--- src/rtl/sdram_init_refresh_seq.sv ---
// sdram_init_refresh_seq: SDRAM power-up init and periodic refresh sequencer (SDRAM_AUTO_REFRESH_EN enables refresh)
module sdram_init_refresh_seq #(
  parameter int ADDR_W = 11,
  parameter int BA_W = 2,
  parameter int T_POWERUP = 20000,
  parameter int T_RP = 2,
  parameter int T_RFC = 7,
  parameter int T_MRD = 2,
  parameter int INIT_REFRESHES = 8,
  parameter int T_REFI = 1560,
  parameter int MODE_REG = 'h020
) (
  input  logic              clk,
  input  logic              rst_n,
  output logic              cke,
  output logic              cs_n,
  output logic              ras_n,
  output logic              cas_n,
  output logic              we_n,
  output logic [BA_W-1:0]   ba,
  output logic [ADDR_W-1:0] addr,
  output logic              dqmh,
  output logic              dqml,
  output logic              init_done,
  output logic              ref_req,
  input  logic              ref_gnt,
  output logic              ref_busy,
  output logic              ref_overrun
);
  localparam int MAX_A = T_POWERUP > T_RP ? T_POWERUP : T_RP;
  localparam int MAX_B = T_RFC > T_MRD ? T_RFC : T_MRD;
  localparam int MAXT = MAX_A > MAX_B ? MAX_A : MAX_B;
  localparam int CW = $clog2(MAXT) + 1;
  localparam int RW = $clog2(INIT_REFRESHES) + 1;
  localparam logic [3:0] NOP = 4'b0111, PRE = 4'b0010, REF = 4'b0001, MRS = 4'b0000;
  typedef enum logic [2:0] {S_RESET, S_WAIT, S_PRE, S_REF, S_MRS, S_IDLE, S_GNT, S_BUSY} state_t;
  state_t st, st_n;
  logic [CW-1:0] cnt, cnt_n;
  logic [RW-1:0] rc, rc_n;
  logic [3:0] cmd_n;
  logic [ADDR_W-1:0] addr_n;
  logic done_n, req_n, busy_n, ovr_n, expire;
`ifdef SDRAM_AUTO_REFRESH_EN
  localparam int IW = $clog2(T_REFI) + 1;
  logic [IW-1:0] ri;
  assign expire = init_done && ri == '0;
  // refresh interval timer: held loaded until init completes, then free-runs and reloads on expiry
  always_ff @(posedge clk or negedge rst_n)
    if (!rst_n) ri <= '0;
    else ri <= (!init_done || ri == '0) ? IW'(T_REFI - 1) : ri - 1'b1;
`else
  assign expire = 1'b0;
`endif
  // next-state and next-output decode; every command is emitted for exactly one cycle
  always_comb begin
    st_n = st;
    cnt_n = (cnt == '0) ? '0 : cnt - 1'b1;
    rc_n = rc;
    cmd_n = NOP;
    addr_n = '0;
    done_n = init_done;
    busy_n = ref_busy;
    case (st)
      S_RESET: begin
        st_n = S_WAIT;
        cnt_n = CW'(T_POWERUP - 1);
      end
      S_WAIT: if (cnt == '0) begin
        st_n = S_PRE;
        cmd_n = PRE;
        addr_n[10] = 1'b1;
        cnt_n = CW'(T_RP - 1);
      end
      S_PRE: if (cnt == '0) begin
        st_n = S_REF;
        cmd_n = REF;
        cnt_n = CW'(T_RFC - 1);
        rc_n = rc + 1'b1;
      end
      S_REF: if (cnt == '0) begin
        if (rc == RW'(INIT_REFRESHES)) begin
          st_n = S_MRS;
          cmd_n = MRS;
          addr_n = ADDR_W'(MODE_REG);
          cnt_n = CW'(T_MRD - 1);
        end else begin
          cmd_n = REF;
          cnt_n = CW'(T_RFC - 1);
          rc_n = rc + 1'b1;
        end
      end
      S_MRS: if (cnt == '0) begin
        st_n = S_IDLE;
        done_n = 1'b1;
      end
      S_IDLE: st_n = (ref_req && ref_gnt) ? S_GNT : S_IDLE;
      S_GNT: begin
        st_n = S_BUSY;
        cmd_n = REF;
        busy_n = 1'b1;
        cnt_n = CW'(T_RFC - 1);
      end
      S_BUSY: if (cnt == '0) begin
        st_n = S_IDLE;
        busy_n = 1'b0;
      end
      default: st_n = S_RESET;
    endcase
    req_n = (st == S_GNT) ? 1'b0 : (expire ? 1'b1 : ref_req);
    ovr_n = ref_overrun | (expire & ref_req);
  end
  // registered state, counters and all pin outputs
  always_ff @(posedge clk or negedge rst_n)
    if (!rst_n) begin
      st <= S_RESET;
      cnt <= '0;
      rc <= '0;
      cke <= 1'b0;
      {cs_n, ras_n, cas_n, we_n} <= 4'b1111;
      addr <= '0;
      ba <= '0;
      {dqmh, dqml} <= 2'b11;
      init_done <= 1'b0;
      ref_req <= 1'b0;
      ref_busy <= 1'b0;
      ref_overrun <= 1'b0;
    end else begin
      st <= st_n;
      cnt <= cnt_n;
      rc <= rc_n;
      cke <= 1'b1;
      {cs_n, ras_n, cas_n, we_n} <= cmd_n;
      addr <= addr_n;
      ba <= '0;
      {dqmh, dqml} <= {2{~done_n}};
      init_done <= done_n;
      ref_req <= req_n;
      ref_busy <= busy_n;
      ref_overrun <= ovr_n;
    end
endmodule

--- config.mk ---
export PLATFORM = sky130hd
export DESIGN_NAME = sdram_init_refresh_seq
export DESIGN_NICKNAME = d
export VERILOG_FILES = /design/src/rtl/sdram_init_refresh_seq.sv
export SDC_FILE = /design/constraint.sdc
export NUM_CORES = 1
export LEC_CHECK = 0
export ABC_AREA = 1
export ABC_CLOCK_PERIOD_IN_PS = 1490
export CAP_MARGIN = 0
export CORE_UTILIZATION = 40
export CTS_BUF_LIST = sky130_fd_sc_hd__clkbuf_8
export DETAILED_ROUTE_END_ITERATION = 8
export SLEW_MARGIN = 20
export SYNTH_ARGS = -nofsm -noshare
export SYNTH_HDL_FRONTEND = slang
export SYNTH_SLANG_ARGS = --single-unit
--- constraint.sdc ---
create_clock -name clk -period 1.49 [get_ports clk]
set_input_delay 0.2235 -clock clk [delete_from_list [all_inputs] [get_ports clk]]
set_output_delay 0.2235 -clock clk [all_outputs]
set_load 0.02 [all_outputs]
* Word level (Yosys, flattened, before mapping)
Cells that the tools add are included.
** Storage, ports and cells
- Register bits after elaboration :: 42
- Input port bits :: 3
- Output and inout port bits :: 24
- Logic and storage cells :: 68
** Cells by class
- Add/subtract/negate cells :: 2
- Eq/ne operators :: 15
- Muxes and demuxes :: 30
- Bitwise gates (word level) :: 1
- Reductions and logical operators :: 8
** Operators with widths (number)
- $pmux 16 s5 :: 1
- $mux 16 :: 4
- $mux 3 :: 8
- $pmux 3 s7 :: 1
- $mux 6 :: 3
- $logic_not 16->1 :: 1
- $mux 4 :: 4
- $pmux 4 s4 :: 1
- $sub 16x1->16 const B :: 1
- $eq 3x3->1 const B :: 4
- $ne 2x2->1 const B :: 6
- $pmux 4 s2 :: 1
- $eq 3x2->1 const B :: 2
- $mux 1 :: 5
- $reduce_and 5->1 :: 1
- $add 4x1->4 const B :: 1
- $eq 4x4->1 const B :: 1
- $pmux 1 s2 :: 2
- $reduce_and 4->1 :: 1
- $reduce_bool 2->1 :: 2
- $eq 3x1->1 const B :: 1
- $logic_not 3->1 :: 1
- $ne 2x1->1 const B :: 1
- $reduce_and 2->1 :: 1
- 2 further kinds :: 2

* Logic depth before layout (Yosys ltp)
- Word-level depth :: 4
- Depth in mapped cells :: 11
- Mapped depth without buffers :: 11

* Worst setup path after synthesis
No wires, ideal clock.
- Path kind :: reg-to-reg
- Start :: register cnt[0]
- End :: register cnt[10]
- Library setup time :: 130 ps
- Arrival time :: 1298 ps
- Data required time :: 1360 ps
- Setup slack :: 62 ps
- Cell stages (with the launch flop) :: 9
- Path buffers :: 1
- Period minus slack after synthesis :: 1428 ps
- Path through :: dfrtp_1 inv_1 ha_1 nand3_1 nor2_2 nand2_4 o21ai_2 buf_6 o21ai_1
** On the way
- Longest elaborated chain between the ends :: 4
- Elaborated cells between the ends (all ways) :: 7
- Those cells by class :: add/sub: 1; mux: 5; reduce/logical: 1
** RTL lines
- start, declared :: RTL line 38 : logic [CW-1:0] cnt, cnt_n;
- start signal, assigned :: RTL line 129 : cnt <= cnt_n;
- $sub 16x1->16 or $logic_not 16->1 (tied branches) :: RTL line 57, 68, 74
- $mux 16 :: RTL line 57 : cnt_n = (cnt == '0) ? '0 : cnt - 1'b1;
- $mux 16, on equally long branches :: RTL line 80, 68, 74
- $pmux 16 s5 * :: RTL line 63 : case (st)
- named net cnt_n[10] :: RTL line 38
The timed path passes the listed nets; every way through them passes the cells marked *.
A chain may end at the register's enable or synchronous reset.

* Final worst setup path
- Start :: register cnt[1]
- End :: register cnt[9]
The elaborated chain is that of the path after synthesis.

==> run metrics <==
outcome completed; CTS clk-pin slew, worst paths ~0.070 ns; final worst setup slack 0.0263 ns; CTS tree done; drt total wl 3880 um; Synth area leader dfrtp_1; placed cell count 304; Cell Count, Final, Fillers Out between 300 and 400; critical path data arrival time ~1.6 ns; clock tree buffer depth 2; layout cells sized above 1 a little under two fifths; number of global-route vias before repair 1442; drt drc 0; Port-buffer cells 12; startpoint types flip-flop; Synth Warn # 0; Crit. End Element flip-flop; fmax between 600 and 700 MHz; Final period util between 90% and 100%; crit-path cells inv_2 > ha_4 > nand3_4 > nor2_4 > nand2_4 > o21ai_4 > buf_12 > o21ai_1; initial antenna violation count 0; Die Height 70.0 um; CP required about 1.6 ns; remaining antenna violation count 0; Initial Util a little over two fifths; # setup viols final 0; maximum fanout along the worst path 7; setup repair after global routing missed its margin true; R2R setup slack 0.03 ns; clock root buffer clkbuf_8; most common cell after layout, fill and taps aside nand2_1; Tot GR Track Use ~16%; area of the die roughly 4900 um2; fin area between 2000 and 3000 um2; clock latency at the later pin of the worst-skew pair roughly 0.28 ns; CTS buffer count 5; synth unique cells 30; H-Tree Depth 2; Row Count 24; Worst Skew around 0.0037 ns; synthesized instance count 214; CP bufs+invs 2; Setup TNS 0 ns; global-route wire length before repair between 6000 and 7000 um; sequential share of the synthesized area 45.0%; Initial DRC Count 50; Fill cells 401; mean routed wirelength per cell about 12 um; max-slew violations 0; dpl hpwl roughly 2600 um; core area between 4000 and 5000 um2; grt total ovfl 0; Final Hold Fails 0; CP delay by family, top flip-flops; Yosys reg bits 33; Final nets 270; Max Cap Violations 0; post-synth top area share between 30 and 40%; global placer's final weighted congestion 0.823; Slowest-stage cell, CP dfrtp_1; Seq. cell area 832 um2; WHS between 0.3 and 0.4 ns; die width between 60 and 70 um; via count 1446; Synth area leaders dfrtp_1 (38%), nand2_1 (7.3%), dfstp_2 (7.1%), nor2_1 (6.3%), buf_4 (5.7%); area grow syn2layout 36.6%; hold-fix buffers at CTS 0; PD cells between 700 and 800 nW/um2; Tmin final 1.46 ns; Hold Path Class primary input to asynchronous set/reset pin; I/O pin count 27; vias per cell ~4.6; Peak VDD IR 0.504 mV; ANT cells 0; DR pass1 iterations 4; largest net degree at the start of global routing 34; Sink Count 33; most frequent cells in the layout nand2_1 (32), buf_4 (29), dfrtp_1 (28); multi-input combinational cell area 1030 um2; Post-Syn Area between 1500 and 2000 um2; Lkg Pwr 0.00115 uW; WS Path Type flip-flop to flip-flop; Setup WS pre-CTS -0.0359 ns; Avg Cell Area, Syn roughly 8.6 um2; CP max stage delay 0.39 ns; Placed Area around 2200 um2
==> layout make-up <==
cell class	count	area share, %
tap	52	2.58
inverter	21	3.12
multi-input combinational	158	40.9
timing repair buffer	44	15.9
sequential	33	33.0
clock buffer	6	3.27
clock inverter	2	1.34
==> kinds of logic (layout without fill, tap and decap cells) <==
kind of cell	count (synthesis)	after routing	synth area share [%]
simple gates	103	103	27.7
compound gates	22	22	6.97
buf+inv	36	73	10.6
fa+ha+maj	4	4	2.71
xor+xnor	14	14	6.64
other cells	2	15	0.406
flops	33	33	45.0
==> metal layers <==
layer / global-route usage [%] / part of all wire (%) / up-vias
li1: - / - / 747
met1: 20.7 / 45 / 670
met2: 27.0 / 51 / 24
met3: 3.46 / 2.9 / 5
met4: 7.33 / 1.1 / 0
met5: 0 / 0 / -
==> Yosys cell counts, drive strengths merged <==
library cell  number
o21ai             16
nand3b             1
o21a               1
dfrtp             28
nor4               1
xor2               8
nand2             43
conb               2
dfstp              5
o211ai             1
xnor2              6
ha                 4
buf               15
nor3               5
inv               21
nor3b              1
nand3             15
nor2              37
a21oi              3
a21boi             1
==> sequential cells by signal (all words and copies together) (netlist names) <==
name	count
cnt	16
rc	4
st	3
addr	2
cas_n	1
cke	1
cs_n	1
dqml	1
init_done	1
ras_n	1
ref_busy	1
we_n	1
==> stage by stage <==
stage	power [uW]	utilization (%)
2_1_floorplan	976	-
3_3_place_gp	982	50.2
3_5_place_dp	983	50.2
4_1_cts	1860	53.1
5_1_grt	1900	57.6
6_report	1820	57.6
==> path summary, 6_finish.rpt <==
kind / startpoint / to / cells past startpoint
max: cnt[1] / cnt[9] / 8
min: rst_n / cnt[14] / 2
max reg2reg: cnt[1] / cnt[9] / 8
min reg2reg: rc[2] / rc[2] / 1
max in group asynchronous: rst_n / dqml / 2
min in group clk: rc[2] / rc[2] / 1
==> worst reg2reg max path: cells and delay by family (launching register included) <==
family | cells | cell delay (ns)
AOI/OAI and AO/OA | 2 | 0.19
buffers and inverters | 2 | 0.24
adders and majority gates | 1 | 0.15
DFF | 1 | 0.39
and+or+nand+nor | 3 | 0.37
==> where the power goes <==
part	switching, uW	total, uW	internal (uW)
logic	51.8	63.1	11.3
registers	0.491	901	900
clock network	319	857	538
==> timing repair <==
action | 4_1_cts | 5_1_grt
resized for setup | 12 | 44
pin swaps | 3 | 8
buffers inserted | 2 | 2
cloned | 0 | 1
setup endpoints to repair | 13 | 26
(Power assumes the default switching activity.)
